**config.mk**
```make
export PLATFORM = sky130hd
export DESIGN_NAME = mig_eval_engine
export DESIGN_NICKNAME = d
export VERILOG_FILES = /design/src/rtl/mig_pkg.sv /design/src/rtl/mig_opnd_mux.sv /design/src/rtl/mig_eval_engine.sv
export SDC_FILE = /design/constraint.sdc
export NUM_CORES = 1
export LEC_CHECK = 0
export ABC_AREA = 1
export CAP_MARGIN = 20
export CELL_PAD_IN_SITES_DETAIL_PLACEMENT = 2
export CELL_PAD_IN_SITES_GLOBAL_PLACEMENT = 2
export CORE_MARGIN = 2
export CORE_UTILIZATION = 31
export CTS_CLUSTER_DIAMETER = 100
export DETAILED_ROUTE_END_ITERATION = 16
export GPL_TIMING_DRIVEN = 0
export PLACE_DENSITY_LB_ADDON = 0.1
export SYNTH_ARGS = -nofsm -noshare
export SYNTH_HDL_FRONTEND = slang
export SYNTH_SLANG_ARGS = --single-unit
```
**constraint.sdc**
```tcl
create_clock -name clk -period 2.3 [get_ports clk]
set_clock_uncertainty 0.1 [all_clocks]
set_input_delay 0.345 -clock clk [delete_from_list [all_inputs] [get_ports clk]]
set_output_delay 0.345 -clock clk [all_outputs]
set_load 0.01 [all_outputs]
```
**src/rtl/mig_pkg.sv**
```systemverilog
// rtl/mig_pkg.sv - shared types and sizes for the MIG evaluator
package mig_pkg;
  localparam int N_IN    = 7;
  localparam int N_NODES = 16;
  localparam int IDX_W   = $clog2(1 + N_IN + N_NODES);
  localparam int ADDR_W  = $clog2(N_NODES);
  localparam int LEN_W   = $clog2(N_NODES + 1);
  localparam int SPACE_W = 1 << IDX_W;

  typedef struct packed {
    logic             inv;
    logic [IDX_W-1:0] idx;
  } mig_opnd_t;

  typedef struct packed {
    mig_opnd_t a;
    mig_opnd_t b;
    mig_opnd_t c;
  } mig_node_t;

  localparam int NODE_W = $bits(mig_node_t);

  typedef enum logic [1:0] {IDLE, EVAL, DONE} mig_state_t;

  function automatic logic maj3(input logic a, input logic b, input logic c);
    return (a & b) | (a & c) | (b & c);
  endfunction
endpackage

```
**src/rtl/mig_opnd_mux.sv**
```systemverilog
// rtl/mig_opnd_mux.sv - selects one operand bit from {0, x, node results}, optionally inverted
module mig_opnd_mux
  import mig_pkg::*;
(
  input  logic [IDX_W-1:0]   idx,
  input  logic               inv,
  input  logic [N_IN-1:0]    x,
  input  logic [N_NODES-1:0] nodes,
  output logic               y
);
  logic [SPACE_W-1:0] space;

  // Unused upper indices stay zero so out-of-range operands read 0.
  always_comb begin
    space = '0;
    space[N_IN+N_NODES:0] = {nodes, x, 1'b0};
    y = space[idx] ^ inv;
  end
endmodule

```
**src/rtl/mig_eval_engine.sv**
```systemverilog
// rtl/mig_eval_engine.sv - programmable majority-inverter-graph evaluator, one node per clock
module mig_eval_engine
  import mig_pkg::*;
(
  input  logic              clk,
  input  logic              rst,
  input  logic              cfg_we,
  input  logic [ADDR_W-1:0] cfg_addr,
  input  logic [NODE_W-1:0] cfg_data,
  input  logic [LEN_W-1:0]  cfg_len,
  input  logic              cfg_len_we,
  input  logic [IDX_W-1:0]  cfg_osel,
  input  logic              cfg_oinv,
  output logic              cfg_err,
  input  logic              in_valid,
  output logic              in_ready,
  input  logic [N_IN-1:0]   in_x,
  output logic              out_valid,
  input  logic              out_ready,
  output logic              out_y
);
  mig_state_t          state_q, state_d;
  logic                in_ready_q, in_ready_d;
  logic                out_valid_q, out_valid_d;
  logic [N_IN-1:0]     x_q, x_d;
  logic [N_NODES-1:0]  node_q, node_d;
  logic [ADDR_W-1:0]   k_q, k_d;
  logic [LEN_W-1:0]    len_q, len_d;
  logic [IDX_W-1:0]    osel_q, osel_d;
  logic                oinv_q, oinv_d;
  mig_node_t           prog_q [N_NODES];
  mig_node_t           prog_d [N_NODES];

  mig_node_t cur;
  logic      op_a, op_b, op_c, sel_y;
  logic      accept, cfg_ok;

  assign cur    = prog_q[k_q];
  assign accept = in_valid & in_ready_q;
  // Config may only land while idle and not racing a vector accept.
  assign cfg_ok = (state_q == IDLE) & ~accept;

  mig_opnd_mux u_mux_a (.idx(cur.a.idx), .inv(cur.a.inv), .x(x_q), .nodes(node_q), .y(op_a));
  mig_opnd_mux u_mux_b (.idx(cur.b.idx), .inv(cur.b.inv), .x(x_q), .nodes(node_q), .y(op_b));
  mig_opnd_mux u_mux_c (.idx(cur.c.idx), .inv(cur.c.inv), .x(x_q), .nodes(node_q), .y(op_c));
  mig_opnd_mux u_mux_o (.idx(osel_q),    .inv(oinv_q),    .x(x_q), .nodes(node_q), .y(sel_y));

  assign cfg_err   = (cfg_we | cfg_len_we) & ~cfg_ok & ~rst;
  assign in_ready  = in_ready_q;
  assign out_valid = out_valid_q;
  assign out_y     = out_valid_q & sel_y;

  always_comb begin
    state_d = state_q;
    x_d     = x_q;
    node_d  = node_q;
    k_d     = k_q;
    len_d   = len_q;
    osel_d  = osel_q;
    oinv_d  = oinv_q;
    prog_d  = prog_q;

    case (state_q)
      IDLE: begin
        if (accept) begin
          x_d     = in_x;
          node_d  = '0;
          k_d     = '0;
          state_d = (len_q == '0) ? DONE : EVAL;
        end
      end
      EVAL: begin
        node_d[k_q] = maj3(op_a, op_b, op_c);
        if (LEN_W'(k_q) == len_q - LEN_W'(1)) begin
          state_d = DONE;
        end else begin
          k_d = k_q + ADDR_W'(1);
        end
      end
      DONE: begin
        if (out_ready) begin
          state_d = IDLE;
        end
      end
      default: state_d = IDLE;
    endcase

    if (cfg_ok && cfg_we) begin
      prog_d[cfg_addr] = mig_node_t'(cfg_data);
    end
    if (cfg_ok && cfg_len_we) begin
      len_d  = (cfg_len > LEN_W'(N_NODES)) ? LEN_W'(N_NODES) : cfg_len;
      osel_d = cfg_osel;
      oinv_d = cfg_oinv;
    end

    in_ready_d  = (state_d == IDLE);
    out_valid_d = (state_d == DONE);
  end

  always_ff @(posedge clk) begin
    if (rst) begin
      state_q     <= IDLE;
      in_ready_q  <= 1'b0;
      out_valid_q <= 1'b0;
      x_q         <= '0;
      node_q      <= '0;
      k_q         <= '0;
      len_q       <= '0;
      osel_q      <= '0;
      oinv_q      <= 1'b0;
      for (int i = 0; i < N_NODES; i++) begin
        prog_q[i] <= '0;
      end
    end else begin
      state_q     <= state_d;
      in_ready_q  <= in_ready_d;
      out_valid_q <= out_valid_d;
      x_q         <= x_d;
      node_q      <= node_d;
      k_q         <= k_d;
      len_q       <= len_d;
      osel_q      <= osel_d;
      oinv_q      <= oinv_d;
      prog_q      <= prog_d;
    end
  end
endmodule

```
# Yosys cells after proc, flatten, opt, wreduce, memory -nomap -nowiden
# Cells that the tools add are included.
[totals] ff_bits=330 out_inout_bits=4 word_cells=182
[op_classes] addsub=2 order_cmp=10 n_eq_ne=6 muxes=28 bitwise=20 reduce_logical=11
[op_table] cell="$bwmux W288" n=1
[op_table] cell="$bmux W18 S4" n=1
[op_table] cell="$demux W18 S4" n=1
[op_table] cell="$mux W18" n=3
[op_table] cell="$pmux W16 S2" n=1
[op_table] cell="$lt A5 B6 Y1 const B" n=4
[op_table] cell="$bmux W1 S5" n=4
[op_table] cell="$bwmux W16" n=1
[op_table] cell="$mux W16" n=1
[op_table] cell="$ge A5 B5 Y1 const B" n=2
[op_table] cell="$not A4 Y5" n=2
[op_table] cell="$and A1 B1 Y1" n=8
[op_table] cell="$mux W2" n=4
[op_table] cell="$mux W4" n=2
[op_table] cell="$pmux W4 S2" n=1
[op_table] cell="$pmux W2 S3" n=1
[op_table] cell="$eq A4 B5 Y1" n=1
[op_table] cell="$gt A5 B5 Y1 const B" n=1
[op_table] cell="$logic_not A5 Y1" n=1
[op_table] cell="$lt A4 B5 Y1 const B" n=1
[op_table] cell="$lt A5 B1 Y1 const B" n=1
[op_table] cell="$mux W1" n=5
[op_table] cell="$mux W5" n=1
[op_table] cell="$sub A5 B1 Y5 const B" n=1
[op_table] cell="other kinds (14)" n=28

# Longest topological paths before layout
# Gate-level depths: netlist (run 1).
[logic_depth] depth_word=12 ltp_mapped=26 mapped_depth_nobuf=23

# Modules after synthesis
# Synthesis (run 1) repeated with hierarchy kept, for this count alone.
[hier_totals] cells_unflattened=2341 hier_area_um2=15581.2
[modules_own_cells] module="mig_eval_engine" instances=1 cells_each=2049 area_each_um2=14285.0 seq_area_each_um2=6606.3
[modules_own_cells] module="mig_opnd_mux" instances=4 cells_each=73 area_each_um2=324.1 seq_area_each_um2=0.0

# Worst setup path after synthesis (run 1)
# OpenSTA, ideal clock, no wires.
[synth_path] path_type="register to register" from="register k_q[0]" to="register node_q[11]" arrival_time_ns=2.166 slack_ns=-0.075 path_stages_with_launch=22 period_less_slack_ns=2.375 path_cell_list="dfxtp_1 buf_6 buf_6 buf_6 buf_6 nand2_1 a32o_1 nand2_1 o21ai_0 nor2_1 inv_1 nand3_1 nand2_1 nand2_1 nand2_1 nand2_1 nand2_1 nand2_4 buf_12 nand3_2 nand2_1 inv_1"
[synth_between] elab_chain_len=12 elab_cells_between_ends=25 classes_between="order compare (2); mux (13); bitwise (9); reduce/logical (1)"
[synth_rtl] item="from (decl)" line_no="mig_eval_engine.sv:27" rtl="logic [ADDR_W-1:0] k_q, k_d;"
[synth_rtl] item="from (signal assigned)" line_no="mig_eval_engine.sv:121" rtl="k_q <= k_d;"
[synth_rtl] item="$not A4 Y5 (not written as such)" line_no="mig_eval_engine.sv:38" rtl="assign cur = prog_q[k_q];"
[synth_rtl] item="$bmux W18 S4" line_no="mig_eval_engine.sv:38"
[synth_rtl] item="$mux W18 (not written as such) (2 in a row)" line_no="mig_eval_engine.sv:38"
[synth_rtl] item="$bmux W1 S5" line_no="mig_opnd_mux.sv:17" rtl="y = space[idx] ^ inv;"
[synth_rtl] item="$mux W1 (not written as such)" line_no="mig_opnd_mux.sv:17"
[synth_rtl] item="$xor A1 B1 Y1" line_no="mig_opnd_mux.sv:17"
[synth_rtl] item="$and A1 B1 Y1" line_no="mig_pkg.sv:26" rtl="return (a & b) | (a & c) | (b & c);"
[synth_rtl] item="$or A1 B1 Y1 (2 in a row)" line_no="mig_pkg.sv:26"
[synth_rtl] item="$bwmux W16 *" line_no="mig_eval_engine.sv:73" rtl="node_d[k_q] = maj3(op_a, op_b, op_c);"
[synth_rtl] item="$pmux W16 S2 *" line_no="mig_eval_engine.sv:63" rtl="case (state_q)"
[synth_rtl] item="to (signal assigned)" line_no="mig_eval_engine.sv:120" rtl="node_q <= node_d;"
[synth_rtl] item="to (decl)" line_no="mig_eval_engine.sv:26" rtl="logic [N_NODES-1:0] node_q, node_d;"
# Mark *: on every way between the ends. The rest lies on a longest branch, timed or not. The select of a mux whose other input is x is not followed.
# A chain may end at the register's enable or synchronous reset.

# Worst setup path after layout (run 1)
# Same ends and word-level chain as after synthesis.

==> flow_summary.json, run 1 <==
{
  "dr_total_vias": 17874,
  "die_h_um": 232,
  "drtPass1Iterations": 5,
  "preCtsSetupSlack_ns": -1.95,
  "port_buffers": 41,
  "fin_crit_ns": 3.13,
  "numCtsBuffers": 42,
  "p_leak_nw": 8.83,
  "synthArstFlopShare": 0,
  "grt_usage": 0.303,
  "clockBufferDepth": 3,
  "startpoint_type": "register",
  "num_rows": 83,
  "hold_ws_ns": 0.0711,
  "p_total_mw": 18.2,
  "postLayoutCoreUtil": 0.413,
  "critPathMaxFanout": 7,
  "crit_type": "register to register",
  "hpwl_um": 57200,
  "ys_seq_area_frac": 0.411,
  "num_antenna_cells": 0,
  "instances_no_fill": 3284,
  "postRouteAntennaNets": 0,
  "clk_latency_ns": 0.58,
  "ctsHoldBuffers": 0,
  "dpl.cell_count": 3123,
  "dominantRegCellSynth": "dfxtp_1",
  "die_w_um": 232,
  "finalHoldViolCount": 0,
  "synthTopCellsByArea": "dfxtp_1 (41%), nor2_1 (12%), o21ai_0 (10%)",
  "area_delta_synth_final_pct": 31.8,
  "io_pins": 50,
  "setup_ws_ns": -0.834,
  "slew_headroom": 0.412,
  "p_per_area_nw_per_um2": 860,
  "clk_pin_slew_ns": 0.06,
  "grt_max_degree": 12,
  "slew_violations": 0,
  "globalRouteOverflowTotal": 0,
  "cts_max_level": 2,
  "antenna_found_initial": 2,
  "ys_ff_latch": 330,
  "max-cap-violations": 0,
  "fillCellCount": 6053,
  "drc": 0,
  "fmax_ghz": 0.319,
  "cts_sinks": 330,
  "endpoint_kind": "register",
  "synthCells": 2402,
  "drtIter0Drc": 1158,
  "cts_tree": "built",
  "rsz0062_at_grt": "true",
  "synth_edf_count": 0,
  "synth.most_common_cell": "nor2_1",
  "synth.top_cell.area_share": 0.411,
  "fp.dieArea_um2": 53700,
  "outcome": "finished with violations",
  "grt_pass1_wl_um": 122000,
  "syn_area_um2": 16100,
  "avgSynthCellArea_um2": 6.69,
  "crit_required_ns": 2.66,
  "fin_crit_sh": 1.36,
  "irDropWorstVdd_mv": 0.548,
  "syn_nets": 2453,
  "ctsRootBufferMaster": "clkbuf_16",
  "post_drt_wl_per_cell_um": 24.9,
  "nNetsFinal": 2626,
  "synth_cell_types": 42,
  "hp-class": "input pin to register",
  "viasPerCell": 5.44,
  "drt_wl_total_um": 81900,
  "drive_gt1_frac": 0.186,
  "setup_viol": 25,
  "core_um2": 51300,
  "place_congestion": 0.873,
  "start_util": 0.313,
  "grt_pass1_vias": 19416,
  "violations": "setup timing",
  "tightest_slew_ns": 0.883,
  "synthTopCellsByCount": "nor2_1 (533), nand2_1 (430), o21ai_0 (337)",
  "post-synth-top-area-cell": "dfxtp_1",
  "yosysWarnings": 0,
  "worstPathArrival_ns": 3.50
}
-- path summary, 6_finish.rpt --
kind	from	to	slack, ns	depth (start not counted)
setup / recovery	k_q[0]	node_q[11]	-0.83	26
hold / removal	cfg_data[16]	prog_q[52]	0.07	3
hold reg to reg	prog_q[12]	prog_q[12]	0.36	2
setup reg to reg	k_q[0]	node_q[11]	-0.83	26
-- power by group --
part,switching [mW],internal (mW)
clock network,2.70,3.84
logic,3.38,2.25
registers,0.132,5.91
-- metrics by stage --
stage | TNS (ns) | area (µm²)
global route | -18.44 | 21200
CTS | -12.20 | 20600
floorplan | -0.358 | 16100
detailed placement | -361.31 | 17400
global placement | -333.50 | 17400
finish | -15.37 | 21200
-- cell type report --
cell class | instances | area, µm² | area share
Buffer | 173 | 1500 | 0.0706
Clock buffer | 69 | 1300 | 0.0616
Clock inverter | 4 | 26.3 | 0.00124
Inverter | 178 | 728 | 0.0344
Multi-Input combinational cell | 1720 | 8680 | 0.410
Sequential cell | 330 | 6630 | 0.313
Tap cell | 680 | 851 | 0.0402
Timing Repair Buffer | 130 | 1450 | 0.0685
-- cell usage in the layout (no fill, tap or decap), types with 12 or more instances in the layout --
cell and instances:
nor2_1 509, nand2_1 376, dfxtp_1 321, o21ai_0 318, a21oi_1 150, inv_1 143
nand3_1 82, buf_4 61, clkbuf_1 59, nand2_2 48, clkbuf_16 47, nand3_2 40
clkdlybuf4s50_1 39, buf_12 37, buf_6 34, clkbuf_2 30, nor2_4 30, a32o_1 29
o21ai_1 27, inv_2 21, clkbuf_8 16, o21a_1 12
-- metal layers --
metal,vias up,global-route usage,part of all wire
met5,-,0,0
li1,8146,-,-
met2,445,0.499,0.46
met3,174,0.0331,0.042
met4,0,0.125,0.045
met1,9109,0.404,0.45
-- sequential cells by signal (all words and copies together), names as in the netlist --
signal and flops:
node_q 16, state_q 2, in_ready 1, oinv_q 1
osel_q 5, len_q 5, k_q 4, prog_q 288
out_valid 1, x_q 7
-- logic make-up after synthesis --
kind of cell	synth area share
buffers and inverters	0.101
XOR/XNOR	0.00164
flip-flops	0.411
AND/OR/NAND/NOR	0.289
AO/OA/AOI/OAI	0.194
adder cells (fa/ha/maj)	0.00389
-- worst max-delay path, stage by stage, from the launching register on --
cell	delay (ns)
dfxtp_4	0.40
buf_12	0.18
buf_12	0.12
buf_16	0.11
nand2_1	0.06
nand3_2	0.07
nand2_2	0.08
nand2_2	0.10
nand2_4	0.10
nor2_4	0.20
buf_4	0.14
nand2_1	0.06
nand3_2	0.11
nand2_2	0.07
nand2_2	0.10
nand2_2	0.07
nand2_2	0.09
nand2_2	0.06
nand2_2	0.09
nand3_4	0.08
nand2_2	0.09
nand2_2	0.07
nand2_4	0.14
buf_12	0.14
nand3_2	0.06
nand2_1	0.07
inv_1	0.04
-- what timing repair did --
| item | 4_1_cts | 5_1_grt |
|---|---|---|
| resized for setup | 348 | 162 |
| buffers inserted | 57 | 16 |
| endpoints found under the setup margin | 321 | 191 |
| pin swaps | 87 | 71 |
| gates cloned | 13 | 4 |
(Power assumes the default switching activity.)
==> run 2, diff against run 1 <==
==> constraint.sdc (replaced) <==
create_clock -name clk -period 2.6 [get_ports clk]
set_clock_uncertainty 0.1 [all_clocks]
set_input_delay 0.39 -clock clk [delete_from_list [all_inputs] [get_ports clk]]
set_output_delay 0.39 -clock clk [all_outputs]
set_load 0.01 [all_outputs]
==> run 2 against run 1 <==
Net effect:
- the flow still finishes with violations (setup timing)
- critical path type unchanged
- design area down 1.7%
- critical endpoint is now node_q[13]
- die area unchanged
- largest power group unchanged
- sequential cell count unchanged
==> flow_summary.json, run 2 (synthesis results as in run 1) <==
{
  "outcome": "finished with violations",
  "violations": "setup timing",
  "tightest_slew_ns": 0.958,
  "wl_met2_um": 38500,
  "final_common_cell": "nor2_1",
  "hp-class": "input pin to register",
  "clockBufferDepth": 3,
  "post_drt_wl_per_cell_um": 24.9,
  "slew_violations": 0,
  "min_to": "prog_q[5]",
  "largest_register_ffs": 288,
  "cp_top_family": "simple AND/OR/NAND/NOR gates",
  "path_cells": "buf_12, buf_12, buf_4, nand2_1, nand3_1, nand2_1, nand2_2, nand2_4, nor2_4, buf_6, nand2_4, nand3_2, nand2_2, nand2_2, buf_4, nand4_1, nand3_1, nand2_2, nand3_4, clkbuf_16, nand3_2, nand2_2, inv_2",
  "top_layer": "met4",
  "worst_path_max_delay_cell": "dfxtp_4",
  "fp.dieArea_um2": 53700,
  "crit_top_cell": "nand2_2",
  "viasPerCell": 5.42,
  "setup_viol": 19,
  "dr_total_vias": 17730,
  "postRouteAntennaNets": 0,
  "p_total_mw": 16.2,
  "grt_pass1_vias": 19065,
  "port_buffers": 41,
  "fmax_ghz": 0.323,
  "die_h_um": 232,
  "wl_met3_um": 3100,
  "p_leak_nw": 8.69,
  "drtPass1Iterations": 8,
  "ctsRootBufferMaster": "clkbuf_16",
  "ctsHoldBuffers": 0,
  "crit_required_ns": 2.98,
  "worstPathArrival_ns": 3.47,
  "cts_sinks": 330,
  "hpwl_um": 57500,
  "dpl.cell_count": 3123,
  "r2r_cells": 23,
  "numCtsBuffers": 42,
  "fillCellCount": 6024,
  "startpoint_type": "register",
  "drc": 0,
  "clk_pin_slew_ns": 0.06,
  "hold_depth": 3,
  "nNetsFinal": 2609,
  "antenna_found_initial": 2,
  "irDropWorstVdd_mv": 0.415,
  "r2r_slack_ns": -0.49,
  "cts_max_level": 2,
  "drive_gt1_frac": 0.163,
  "hp-start": "cfg_data[5]",
  "largest-register": "prog_q",
  "drtIter0Drc": 1134,
  "grt_max_degree": 12,
  "cts_tree": "built",
  "start_util": 0.313,
  "reg_top3": "prog_q: 288 flops, node_q: 16 flops, x_q: 7 flops",
  "fin_crit_ns": 3.09,
  "drt_wl_total_um": 81500,
  "finalHoldViolCount": 0,
  "core_um2": 51300,
  "io_pins": 50,
  "critical_path_buf_inv_count": 7,
  "area_delta_synth_final_pct": 29.5,
  "rsz0062_at_grt": "true",
  "slowest_delay_ns": 0.40,
  "hold_ws_ns": 0.136,
  "wl_met1_um": 36900,
  "preCtsSetupSlack_ns": -1.73,
  "clk_latency_ns": 0.58,
  "setup_tns_ns": -7.74,
  "critPathMaxFanout": 8,
  "worst_r2r_startpoint": "k_q[0]",
  "grt_pass1_wl_um": 120000,
  "globalRouteOverflowTotal": 0,
  "layout_common_cells": "nor2_1 (515), nand2_1 (372), o21ai_0 (326)",
  "setup_ws_ns": -0.493,
  "place_congestion": 0.889,
  "crit_type": "register to register",
  "fin_crit_sh": 1.19,
  "num_rows": 83,
  "reg2reg_to": "node_q[13]",
  "die_w_um": 232,
  "max-cap-violations": 0,
  "slew_headroom": 0.362,
  "endpoint_kind": "register",
  "grt_usage": 0.298,
  "p_per_area_nw_per_um2": 777,
  "instances_no_fill": 3272
}
## run 2: repair_timing
| item | CTS | global route |
|---|---|---|
| endpoints found under the setup margin | 320 | 200 |
| cloned | 9 | 6 |
| setup buffers | 40 | 17 |
| hold endpoints to repair | 0 | 0 |
| resized for setup | 288 | 140 |
| pin swaps | 46 | 52 |
## run 2: worst max path at each step
stage               startpoint          to  slack, ns  cells after the start
global route            k_q[0]  node_q[15]      -0.62                     26
detailed placement    in_valid  prog_q[33]      -1.73                     12
finish                  k_q[0]  node_q[13]      -0.49                     23
floorplan               k_q[0]  node_q[11]       0.23                     21
global placement      in_valid  prog_q[32]      -1.56                     12
CTS                     k_q[0]   node_q[7]      -0.36                     24
## run 2: cell type report
| type | count | area (µm²) | area share |
|---|---|---|---|
| Multi-Input combinational cell | 1720 | 8580 | 0.412 |
| Sequential cell | 330 | 6620 | 0.318 |
| Buffer | 173 | 1380 | 0.0664 |
| Timing Repair Buffer | 113 | 1290 | 0.0622 |
| Clock buffer | 69 | 1270 | 0.0612 |
| Tap cell | 680 | 851 | 0.0409 |
| Inverter | 178 | 714 | 0.0343 |
| Clock inverter | 5 | 78.8 | 0.00379 |
| Antenna cell | 4 | 10.0 | 0.000481 |
## run 2: metal layers
metal	GRT usage	up-vias
li1	-	8110
met1	0.394	9067
met2	0.499	404
met3	0.0298	149
met4	0.114	0
met5	0	-
## run 2: power by group
part | internal (mW) | switching, mW | leakage, nW
clock | 3.52 | 2.44 | 0.661
combinational | 1.94 | 2.94 | 5.36
sequential | 5.22 | 0.111 | 2.67
## run 2: tightest hold or removal path: cells and delay by family
family                 cells  cell delay, ns
AND/OR/NAND/NOR            2            0.19
buffers and inverters      1            0.18
## run 2: per-stage QoR
step / instance area, µm² / utilization
after floorplan: 16100 / -
after global placement: 17300 / 0.338
after detailed placement: 17300 / 0.338
after global routing: 20800 / 0.405
after CTS: 20200 / 0.394
final: 20800 / 0.406
